===== config.mk =====
export PLATFORM = sky130hd
export DESIGN_NAME = sid_envelope_multi
export DESIGN_NICKNAME = d
export VERILOG_FILES = /design/src/rtl/sid_envelope_multi.sv
export SDC_FILE = /design/constraint.sdc
export NUM_CORES = 1
export LEC_CHECK = 0
export CAP_MARGIN = 20
export CORE_MARGIN = 4
export CORE_UTILIZATION = 50
export CTS_BUF_LIST = sky130_fd_sc_hd__clkbuf_2 sky130_fd_sc_hd__clkbuf_4 sky130_fd_sc_hd__clkbuf_8
export DETAILED_ROUTE_END_ITERATION = 10
export PLACE_DENSITY = 0.74
export SYNTH_ARGS = -nofsm -noshare
export SYNTH_HDL_FRONTEND = slang
export SYNTH_SLANG_ARGS = --single-unit

===== constraint.sdc =====
create_clock -name clock -period 14.4 [get_ports clock]
set_input_delay 2.88 -clock clock [delete_from_list [all_inputs] [get_ports clock]]
set_output_delay 2.88 -clock clock [all_outputs]
set_load 0.005 [all_outputs]

===== src/rtl/sid_envelope_multi.sv =====
// Multi-voice SID ADSR envelope generator: NUM_VOICES independent envelopes with clock enable,
// cycle-count rate table, optional exponential decay curve and per-voice state readback.
module sid_envelope_multi #(
    parameter int unsigned NUM_VOICES = 3,
    parameter bit          EXP_DECAY  = 1'b1
) (
    input  logic                    clock,
    input  logic                    reset,
    input  logic                    clk_en,
    input  logic [NUM_VOICES-1:0]   gate,
    input  logic [8*NUM_VOICES-1:0] att_dec,
    input  logic [8*NUM_VOICES-1:0] sus_rel,
    output logic [8*NUM_VOICES-1:0] envelope,
    output logic [2*NUM_VOICES-1:0] env_state
);

    typedef enum logic [1:0] {
        StAttack       = 2'b00,
        StDecaySustain = 2'b01,
        StRelease      = 2'b10
    } env_state_e;

    function automatic logic [14:0] rate_period(input logic [3:0] nib);
        logic [14:0] p;
        case (nib)
            4'h0:    p = 15'd9;
            4'h1:    p = 15'd32;
            4'h2:    p = 15'd63;
            4'h3:    p = 15'd95;
            4'h4:    p = 15'd149;
            4'h5:    p = 15'd220;
            4'h6:    p = 15'd267;
            4'h7:    p = 15'd313;
            4'h8:    p = 15'd391;
            4'h9:    p = 15'd977;
            4'hA:    p = 15'd1954;
            4'hB:    p = 15'd3126;
            4'hC:    p = 15'd3907;
            4'hD:    p = 15'd11720;
            4'hE:    p = 15'd19532;
            default: p = 15'd31251;
        endcase
        return p;
    endfunction

    for (genvar v = 0; v < NUM_VOICES; v++) begin : g_voice
        env_state_e  state_q, state_d;
        logic [7:0]  env_q, env_d;
        logic        gate_prev_q;
        logic [14:0] rate_cnt_q, rate_cnt_d;
        logic [4:0]  exp_cnt_q, exp_cnt_d;
        logic [4:0]  exp_period_q, exp_period_d;
        logic        hold_zero_q, hold_zero_d;
        logic [7:0]  ad, sr;
        logic [3:0]  rate_sel;
        logic [14:0] period;
        logic        rate_hit;
        logic        step;

        assign ad = att_dec[8*v +: 8];
        assign sr = sus_rel[8*v +: 8];

        always_comb begin
            rate_sel = sr[3:0];
            case (state_q)
                StAttack:       rate_sel = ad[7:4];
                StDecaySustain: rate_sel = ad[3:0];
                default:        rate_sel = sr[3:0];
            endcase
        end

        assign period   = rate_period(rate_sel);
        assign rate_hit = (rate_cnt_q == period - 15'd1);

        always_comb begin
            rate_cnt_d   = rate_cnt_q + 15'd1;
            exp_cnt_d    = exp_cnt_q;
            exp_period_d = exp_period_q;
            hold_zero_d  = hold_zero_q;
            env_d        = env_q;
            state_d      = state_q;
            step         = 1'b0;

            // No clear on state change: a shrunken period must wait for the wrap (SID delay bug).
            if (rate_hit) begin
                rate_cnt_d = '0;
                if (state_q == StAttack || exp_cnt_q + 5'd1 == exp_period_q) begin
                    step      = !hold_zero_q;
                    exp_cnt_d = '0;
                end else begin
                    exp_cnt_d = exp_cnt_q + 5'd1;
                end
            end

            if (step) begin
                case (state_q)
                    StAttack: begin
                        if (env_q != 8'hFF) env_d = env_q + 8'd1;
                        if (env_q >= 8'hFE) state_d = StDecaySustain;
                    end
                    StDecaySustain: begin
                        if (env_q > {sr[7:4], sr[7:4]}) env_d = env_q - 8'd1;
                    end
                    default: begin
                        if (env_q != 8'h00) env_d = env_q - 8'd1;
                    end
                endcase

                case (env_d)
                    8'hFF: exp_period_d = 5'd1;
                    8'h5D: exp_period_d = 5'd2;
                    8'h36: exp_period_d = 5'd4;
                    8'h1A: exp_period_d = 5'd8;
                    8'h0E: exp_period_d = 5'd16;
                    8'h06: exp_period_d = 5'd30;
                    8'h00: begin
                        exp_period_d = 5'd1;
                        hold_zero_d  = 1'b1;
                    end
                    default: ;
                endcase
                if (!EXP_DECAY) exp_period_d = 5'd1;
            end

            // Gate edges override any step-driven state change on the same tick.
            if (gate[v] && !gate_prev_q) begin
                state_d     = StAttack;
                hold_zero_d = 1'b0;
            end else if (!gate[v] && gate_prev_q) begin
                state_d = StRelease;
            end
        end

        always_ff @(posedge clock) begin
            if (reset) begin
                state_q      <= StRelease;
                env_q        <= 8'h00;
                gate_prev_q  <= 1'b0;
                rate_cnt_q   <= '0;
                exp_cnt_q    <= '0;
                exp_period_q <= 5'd1;
                hold_zero_q  <= 1'b1;
            end else if (clk_en) begin
                state_q      <= state_d;
                env_q        <= env_d;
                gate_prev_q  <= gate[v];
                rate_cnt_q   <= rate_cnt_d;
                exp_cnt_q    <= exp_cnt_d;
                exp_period_q <= exp_period_d;
                hold_zero_q  <= hold_zero_d;
            end
        end

        assign envelope[8*v +: 8]  = env_q;
        assign env_state[2*v +: 2] = state_q;
    end

endmodule


==> impl_metrics.json, run 1 <==
{
  "status": "complete, no violations",
  "p_clk_share_pct": 22.2,
  "first_pass_iters": 5,
  "via_per_inst": 6.113,
  "final_util_pct": 56.07,
  "relSlewSlack_pct": 30.41,
  "grt.total_usage_pct": 22.40,
  "grt_max_degree": 82,
  "grt_util_met2_pct": 38.19,
  "hp-class": "reg2reg",
  "floorplan.die_area_um2": 26030,
  "rows": 55,
  "avgSynthCellArea_um2": 7.659,
  "p_seq_share_pct": 40.7,
  "gp_congestion": 0.9441,
  "die_w_um": 161.3,
  "grt_pass1_vias": 10790,
  "criticalPathCategory": "in2reg",
  "ys_ff_latch": 111,
  "drtIter0Drc": 745,
  "boundaryPins": 84,
  "cp.required_ns": 14.68,
  "reg2reg_from": "g_voice[0].state_q[0]",
  "clock_skew_ns": 0.008933,
  "busiest_layer": "met2",
  "drc": 0,
  "powerDensity_nw_per_um2": 61.28,
  "core_um2": 22920,
  "wl_um": 29960,
  "met3_usage_pct": 3.674,
  "cts_buffer_depth": 2,
  "fin_setup_tns_ns": 0,
  "switching_share_pct": 36.02,
  "endpoint_kind": "flip-flop",
  "synth_nets": 1670,
  "cts.sinks": 111,
  "arrival_ns": 8.64,
  "cts_tree": "done",
  "switchingPower_uw": 283.6,
  "syn-instance-count": 1535,
  "antenna_found_initial": 0,
  "initial_core_util_pct": 51.30,
  "root_buffer": "clkbuf_8",
  "final_nets": 1691,
  "drv_cap": 0,
  "fin_crit_sh_pct": 58.05,
  "htree_levels": 3,
  "ys.flop_type": "dfxtp_1",
  "wl_per_cell_um": 15.99,
  "leakagePower_uw": 0.004966,
  "crit_path_max_fanout": 11,
  "hpwl_um": 22240,
  "chipHeight_um": 161.3,
  "ys_seq_area_share_pct": 18.90,
  "cts_resized": 0,
  "grt_remaining_overflow": 0,
  "ant_nets": 0,
  "grt_pass1_wl_um": 50890,
  "cts_hold_buf": 0,
  "cts_setup_buffers": 0,
  "yosys_warnings": 0,
  "num_antenna_cells": 0,
  "slew_viol_final": 0,
  "clk_pin_slew_ns": 0.10,
  "port-buffer-count": 83,
  "p_int_uw": 503.7,
  "rsz0062_at_grt": "false",
  "drive_above_1_share_pct": 5.577,
  "cp-start-kind": "primary input",
  "ys_types": 96,
  "clock_latency_ns": 0.38,
  "synth_edf_count": 0,
  "area_growth_pct": 9.302,
  "async_flop_share_pct": 0,
  "startpoint": "att_dec[5]",
  "pwr-share-comb_pct": 37.0,
  "nFillCells": 2130,
  "min_period_ns": 8.359,
  "min_from": "g_voice[1].exp_period_q[1]",
  "syn_area_um2": 11760,
  "fmax_ghz": 0.1196,
  "hold_violations": 0,
  "ir_drop_mv": 0.04021,
  "max_slew.worst_pin.slew_ns": 1.041,
  "setup_viol": 0,
  "met1_usage_pct": 29.88,
  "numCtsBuffers": 9,
  "vias": 11450
}
## per-layer routing
metal,share of wire [%],vias to the layer above
met3,4.5,47
met1,46,5418
met4,1.4,0
li1,-,5679
met5,0,-
met2,48,306
## state kept, by name, indices dropped and copies added (netlist names)
signal,flops
g_voice.rate_cnt_q,45
g_voice.state_q,6
g_voice.gate_prev_q,3
g_voice.hold_zero_q,3
g_voice.env_q,24
g_voice.exp_cnt_q,15
g_voice.exp_period_q,15
## area by class of cell
type | count | area, µm² | area share [%]
clock buffers | 12 | 152.6 | 1.188
clock inverters | 3 | 18.77 | 0.1461
inverters | 69 | 259.0 | 2.016
multi-input cells | 1273 | 8912 | 69.36
flip-flops and latches | 111 | 2222 | 17.29
well taps | 313 | 391.6 | 3.048
repair buffers | 92 | 893.4 | 6.952
## power by group through the flow
stage,registers [µW],clock network (µW),logic [µW]
after global placement,327,0,281
after global routing,322,193,322
after detailed placement,328,0,286
after CTS,321,183,288
final,321,175,292
after floorplan,322,0,223
## cell usage after synthesis (33+ instances only)
library cell    n  area, µm²
nand4_1        33      206.5
nand3_1        73      365.4
and3_1         34      212.7
clkbuf_1       54      202.7
nor3_1         55      275.3
xnor2_1        69      604.3
a21oi_1        61      305.3
dfxtp_1       111       2222
ha_1           81       1013
nor2_1        142      533.0
mux2i_1        82      820.8
nand2_1       123      461.7
inv_1          67      251.5
xor2_1         55      481.7
o21ai_0        53      265.3
## stage by stage
| step | total power (µW) | instance area, µm² | std cells | setup WS, ns | hold WS, ns |
|---|---|---|---|---|---|
| floorplan | 544.2 | 11760 | 1535 | 7.410 | 0.4353 |
| global route | 837.2 | 12850 | 1873 | 5.651 | 0.4969 |
| detailed placement | 613.4 | 12680 | 1858 | 5.712 | 0.4519 |
| finish | 787.4 | 12850 | 1873 | 6.041 | 0.4631 |
| CTS | 790.6 | 12850 | 1873 | 6.146 | 0.4674 |
| global placement | 608.8 | 12680 | 1858 | 5.910 | 0.4525 |
## cells by family after synthesis
group           share of synthesized area [%]
flops                                   18.90
compound gates                          20.29
buf+inv                                 5.289
fa+ha+maj                               8.621
xor+xnor                                9.823
simple gates                            27.95
mux                                     9.132
## cell usage in the layout (no fill, tap or decap), drive strengths merged, types with 10 or more instances in the layout
| cell | count |
|---|---|
| ha | 81 |
| clkbuf | 12 |
| xor2 | 55 |
| nor4b | 12 |
| nand2b | 28 |
| o21ai | 58 |
| o2111ai | 11 |
| mux2i | 84 |
| a21oi | 64 |
| nor3 | 55 |
| nor3b | 15 |
| and3 | 34 |
| o22ai | 10 |
| or3 | 12 |
| nor2b | 22 |
| nor4 | 14 |
| mux2 | 16 |
| a211oi | 25 |
| nand2 | 123 |
| or4 | 12 |
| dfxtp | 111 |
| inv | 70 |
| o31ai | 11 |
| nand3 | 73 |
| a31oi | 17 |
| o211ai | 24 |
| clkdlybuf4s50 | 82 |
| buf | 10 |
| nor2 | 142 |
| a21o | 18 |
| nand4 | 33 |
| xnor2 | 69 |
| or2 | 17 |
## critical path, stage by stage
cell and delay (ns):
clkdlybuf4s50_1 0.55, mux2i_1 0.09, o21ai_0 0.81, inv_1 0.33, ha_1 0.39, nand2_1 0.09
o21ai_0 0.08, a2111oi_1 0.78, nor2_1 0.14, ha_1 0.27, inv_1 0.07, a221oi_1 0.06
and3_1 0.28, nand2_1 0.09, mux2i_1 0.23, nand3b_1 0.11, nor4b_2 0.86, o21ai_0 0.23
a31o_2 0.30
## path summary, 6_finish.rpt
kind         depth (start not counted)                         end  slack, ns
min reg2reg                          2  g_voice[1].exp_period_q[1]       0.46
max                                 19     g_voice[0].exp_cnt_q[2]       6.04
min                                  2  g_voice[1].exp_period_q[1]       0.46
max reg2reg                         18     g_voice[0].exp_cnt_q[2]       8.29
(Power assumes the default switching activity.)
==> run 2: changes to the inputs <==
- clock period: 14.4 -> 8.1 ns (I/O delays scaled with it)
==> run 2 against run 1 <==
Non-clock buffer count increased by 1. Sequential share of layout area barely moved. Clock power increased by 90%. Utilization rose by 0.14 points. Die area unchanged. Routed wire length fell by 0.19%. First-iteration DRC count shrank 2.6%. Largest power group unchanged.
==> impl_metrics.json, run 2 (synthesis gave the netlist of run 1 again) <==
{
  "drc": 0,
  "setup_viol": 0,
  "regMostFlops": "g_voice.rate_cnt_q",
  "rows": 55,
  "rsz0062_at_grt": "false",
  "grt_max_degree": 81,
  "hp-class": "reg2reg",
  "criticalPathCategory": "in2reg",
  "htree_levels": 3,
  "port-buffer-count": 83,
  "powerDensity_nw_per_um2": 110.4,
  "relSlewSlack_pct": 34.79,
  "holdPathEnd": "g_voice[1].exp_cnt_q[4]",
  "slew_viol_final": 0,
  "placed_area_um2": 12690,
  "grt.total_usage_pct": 22.44,
  "worstHoldPathCells": 2,
  "root_buffer": "clkbuf_8",
  "die_w_um": 161.3,
  "final_area_um2": 12880,
  "layout_commonest_cell": "nor2_1",
  "first_pass_iters": 5,
  "hold_violations": 0,
  "cts_hold_buf": 0,
  "wl_per_cell_um": 15.95,
  "place_ws_ns": 1.430,
  "boundaryPins": 84,
  "layout.cells.most_common_list": "nor2_1 (142), nand2_1 (123), dfxtp_1 (111), mux2i_1 (82), clkdlybuf4s50_1 (82)",
  "multi_input_area_um2": 8912,
  "num_antenna_cells": 0,
  "crit_path_max_fanout": 11,
  "grt_pass1_wl_um": 51240,
  "cts_setup_buffers": 0,
  "regArea_um2": 2222,
  "wl_um": 29900,
  "cp-start-kind": "primary input",
  "initial_core_util_pct": 51.30,
  "cts_resized": 0,
  "antenna_found_initial": 0,
  "cts_tree": "done",
  "fmax_ghz": 0.1581,
  "hpwl_um": 22240,
  "min_from": "g_voice[1].exp_cnt_q[4]",
  "floorplan.die_area_um2": 26030,
  "area_growth_pct": 9.579,
  "final_nets": 1692,
  "max_slew.worst_pin.slew_ns": 0.9724,
  "gp_congestion": 0.9304,
  "reg2reg_from": "g_voice[0].state_q[1]",
  "drive_above_1_share_pct": 5.698,
  "core_um2": 22920,
  "fin_ws_ns": 1.775,
  "vias": 11330,
  "ant_nets": 0,
  "endpoint_kind": "flip-flop",
  "drv_cap": 0,
  "status": "complete, no violations",
  "cp.required_ns": 8.44,
  "clock_skew_ns": 0.01283,
  "cts.sinks": 111,
  "min_period_ns": 6.326,
  "fin_setup_tns_ns": 0,
  "clock_latency_ns": 0.39,
  "grt_pass1_vias": 10740,
  "largest_reg_flops": 45,
  "grt_remaining_overflow": 0,
  "chipHeight_um": 161.3,
  "r2r_cells": 18,
  "fin_crit_sh_pct": 78.09,
  "leakagePower_uw": 0.004979,
  "reg_top3": "g_voice.rate_cnt_q x45, g_voice.env_q x24",
  "nFillCells": 2133,
  "drtIter0Drc": 726,
  "r2r-end": "g_voice[0].env_q[5]",
  "cts_buffer_depth": 2,
  "clk_pin_slew_ns": 0.12,
  "arrival_ns": 6.67,
  "reg2reg_setup_slack_ns": 2.50,
  "ir_drop_mv": 0.08819,
  "via_per_inst": 6.042,
  "numCtsBuffers": 9
}
run 2: per-layer routing:
layer / up-vias / part of all wire [%] / GRT usage (%)
met3: 39 / 4.5 / 3.036
met5: - / 0 / 0
met2: 313 / 48 / 37.71
li1: 5677 / - / -
met4: 0 / 1.4 / 5.545
met1: 5299 / 46 / 30.50
run 2: stage by stage:
stage / util (%) / hold WS, ns / power [µW] / instances
global route: 56.22 / 0.4992 / 1512 / 1875
detailed placement: 55.36 / 0.4578 / 1092 / 1859
finish: 56.22 / 0.4733 / 1422 / 1875
global placement: 55.36 / 0.4502 / 1083 / 1859
CTS: 56.22 / 0.4740 / 1428 / 1875
floorplan: - / 0.4353 / 967.5 / 1535
run 2: worst max-delay path by stage:
| stage | start | end | slack (ns) | cells after the start |
|---|---|---|---|---|
| after floorplan | att_dec[1] | g_voice[0].state_q[0] | 2.37 | 19 |
| after global placement | att_dec[9] | g_voice[1].env_q[0] | 1.61 | 17 |
| after detailed placement | att_dec[8] | g_voice[1].env_q[0] | 1.43 | 17 |
| after CTS | att_dec[8] | g_voice[1].env_q[0] | 1.86 | 17 |
| after global routing | att_dec[8] | g_voice[1].env_q[0] | 1.50 | 17 |
| final | att_dec[8] | g_voice[1].env_q[0] | 1.77 | 17 |
run 2: cell type report:
cell class	instances	area share, %
flip-flops and latches	111	17.25
multi-input cells	1273	69.18
inverters	69	2.010
clock inverters	6	0.5050
repair buffers	93	6.993
well taps	313	3.040
clock buffers	10	1.020
run 2: power by group:
| part | leakage (µW) | internal, µW | switching (µW) | total, µW |
|---|---|---|---|---|
| combinational | 0.00398 | 217 | 301 | 518 |
| sequential | 0.000897 | 553 | 19.8 | 572 |
| clock | 0.000101 | 124 | 208 | 332 |
run 2: worst max-delay path, stage by stage:
cell             delay, ns
clkdlybuf4s50_1       0.46
mux2i_1               0.06
o21ai_0               0.70
inv_1                 0.30
ha_1                  0.30
mux4_2                0.52
inv_1                 0.08
ha_1                  0.31
nor4b_1               0.32
xnor3_1               0.29
or4_1                 0.41
a211oi_1              0.23
and4_1                0.24
nand4b_1              0.09
buf_4                 0.20
or4_1                 0.46
nand2_1               0.07
==> run 3: changes to the inputs <==
- PLACE_DENSITY: 0.74 -> 0.76
- clock period: 8.1 -> 5.4 ns (I/O delays scaled with it)
==> run 3 against run 2 <==
Sequential cell count unchanged. Combinational power up 60%. Worst setup slack worse by 1.4 ns. Global-route usage about the same.
==> impl_metrics.json, run 3 (synthesis gave the netlist of run 1 again) <==
{
  "min_from": "g_voice[1].exp_cnt_q[4]",
  "drc": 0,
  "arrival_ns": 5.36,
  "setup_viol": 0,
  "power_uw": 2166,
  "cts_buffer_depth": 2,
  "floorplan.die_area_um2": 26030,
  "drtIter0Drc": 951,
  "min_period_ns": 5.040,
  "initial_core_util_pct": 51.30,
  "core_um2": 22920,
  "slew_viol_final": 0,
  "clock_latency_ns": 0.38,
  "largest_reg_flops": 45,
  "root_buffer": "clkbuf_8",
  "fin_worst_hold_slack_ns": 0.4805,
  "ant_nets": 0,
  "chipHeight_um": 161.3,
  "port-buffer-count": 83,
  "fin_ws_ns": 0.3596,
  "first_pass_iters": 5,
  "gp_congestion": 0.9456,
  "grt.total_usage_pct": 22.42,
  "rows": 55,
  "cts.sinks": 111,
  "fin_setup_tns_ns": 0,
  "cts_setup_buffers": 0,
  "drv_cap": 0,
  "num_antenna_cells": 0,
  "drive_above_1_share_pct": 8.167,
  "final_nets": 1734,
  "grt_remaining_overflow": 0,
  "reg_top3": "g_voice.rate_cnt_q x45, g_voice.env_q x24",
  "hp-class": "reg2reg",
  "endpoint_kind": "flip-flop",
  "htree_levels": 3,
  "startpoint": "att_dec[8]",
  "crit_path_max_fanout": 7,
  "via_per_inst": 6.079,
  "fmax_ghz": 0.1984,
  "powerDensity_nw_per_um2": 164.2,
  "grt_pass1_vias": 10970,
  "layout.cells.most_common_list": "nor2_1 (142), nand2_1 (123), dfxtp_1 (111), mux2i_1 (82), clkdlybuf4s50_1 (82)",
  "leakagePower_uw": 0.005185,
  "ir_drop_mv": 0.09284,
  "cts_resized": 0,
  "die_w_um": 161.3,
  "cp-start-kind": "primary input",
  "wl_per_cell_um": 15.85,
  "numCtsBuffers": 9,
  "placed_area_um2": 13000,
  "clk_pin_slew_ns": 0.10,
  "area_growth_pct": 12.22,
  "grt_max_degree": 81,
  "hpwl_um": 22990,
  "cts_tree": "done",
  "antenna_found_initial": 0,
  "regMostFlops": "g_voice.rate_cnt_q",
  "relSlewSlack_pct": 42.08,
  "final_area_um2": 13190,
  "reg2reg_from": "g_voice[1].state_q[0]",
  "boundaryPins": 84,
  "nFillCells": 2097,
  "cp.required_ns": 5.72,
  "hold_violations": 0,
  "fin_crit_sh_pct": 93.34,
  "vias": 11650,
  "status": "complete, no violations",
  "layout_commonest_cell": "nor2_1",
  "place_ws_ns": 0.01413,
  "clock_skew_ns": 0.01035,
  "wl_um": 30380,
  "grt_pass1_wl_um": 51120,
  "rsz0062_at_grt": "false",
  "criticalPathCategory": "in2reg",
  "cts_hold_buf": 0,
  "max_slew.worst_pin.slew_ns": 0.8676
}
==> run 3: changes by cell type in the layout (fill, tap and decap cells not counted), moves of 2 or more <==
cell / previous run / this run
buf_4: 10 / 52
clkbuf_8: 9 / 12
clkinv_4: 3 / 0
clkinv_2: 0 / 2
inv_8: 2 / 0
==> run 3: through the flow <==
step,cells,util (%)
after floorplan,1535,-
final,1917,57.57
after global placement,1901,56.73
after CTS,1917,57.57
after global routing,1917,57.57
after detailed placement,1901,56.73
==> run 3: worst paths after layout <==
| check | end | cells past startpoint | slack, ns |
|---|---|---|---|
| worst min-delay path | g_voice[1].exp_cnt_q[4] | 2 | 0.48 |
| worst max register to register | g_voice[1].env_q[0] | 17 | 0.56 |
| worst max-delay path | g_voice[1].env_q[0] | 17 | 0.36 |
| worst min register to register | g_voice[1].exp_cnt_q[4] | 2 | 0.48 |
==> run 3: power by group <==
group	internal, µW	leakage [µW]	switching [µW]
Combinational	364	0.00419	465
Clock	206	0.0000988	280
Sequential	829	0.000897	20.9
Total	1400	0.00519	767
==> run 3: cell type report <==
class | count | area [µm²] | share of cell area (%)
Multi-Input combinational cell | 1273 | 8912 | 67.55
Tap cell | 313 | 391.6 | 2.969
Timing Repair Buffer | 135 | 1216 | 9.219
Clock inverter | 4 | 26.28 | 0.1992
Inverter | 69 | 259.0 | 1.963
Sequential cell | 111 | 2222 | 16.84
Clock buffer | 12 | 165.2 | 1.252
==> run 3: worst max-delay path: stages <==
cell	delay (ns)
clkdlybuf4s50_1	0.40
mux2i_1	0.12
o21ai_0	0.09
buf_4	0.19
ha_1	0.29
inv_1	0.09
mux4_2	0.51
inv_1	0.08
ha_1	0.21
nor4b_1	0.37
xnor3_1	0.30
or4_1	0.40
a211oi_1	0.20
and4_1	0.24
nand4b_1	0.18
or4_1	0.52
nand2_1	0.08
==> run 3: layer usage <==
layer,wire length (µm),track usage (%),up-vias
met5,0,0,-
met4,376,5.855,0
met3,1364,2.781,39
met2,14810,38.50,324
met1,13830,29.86,5511
li1,-,-,5780
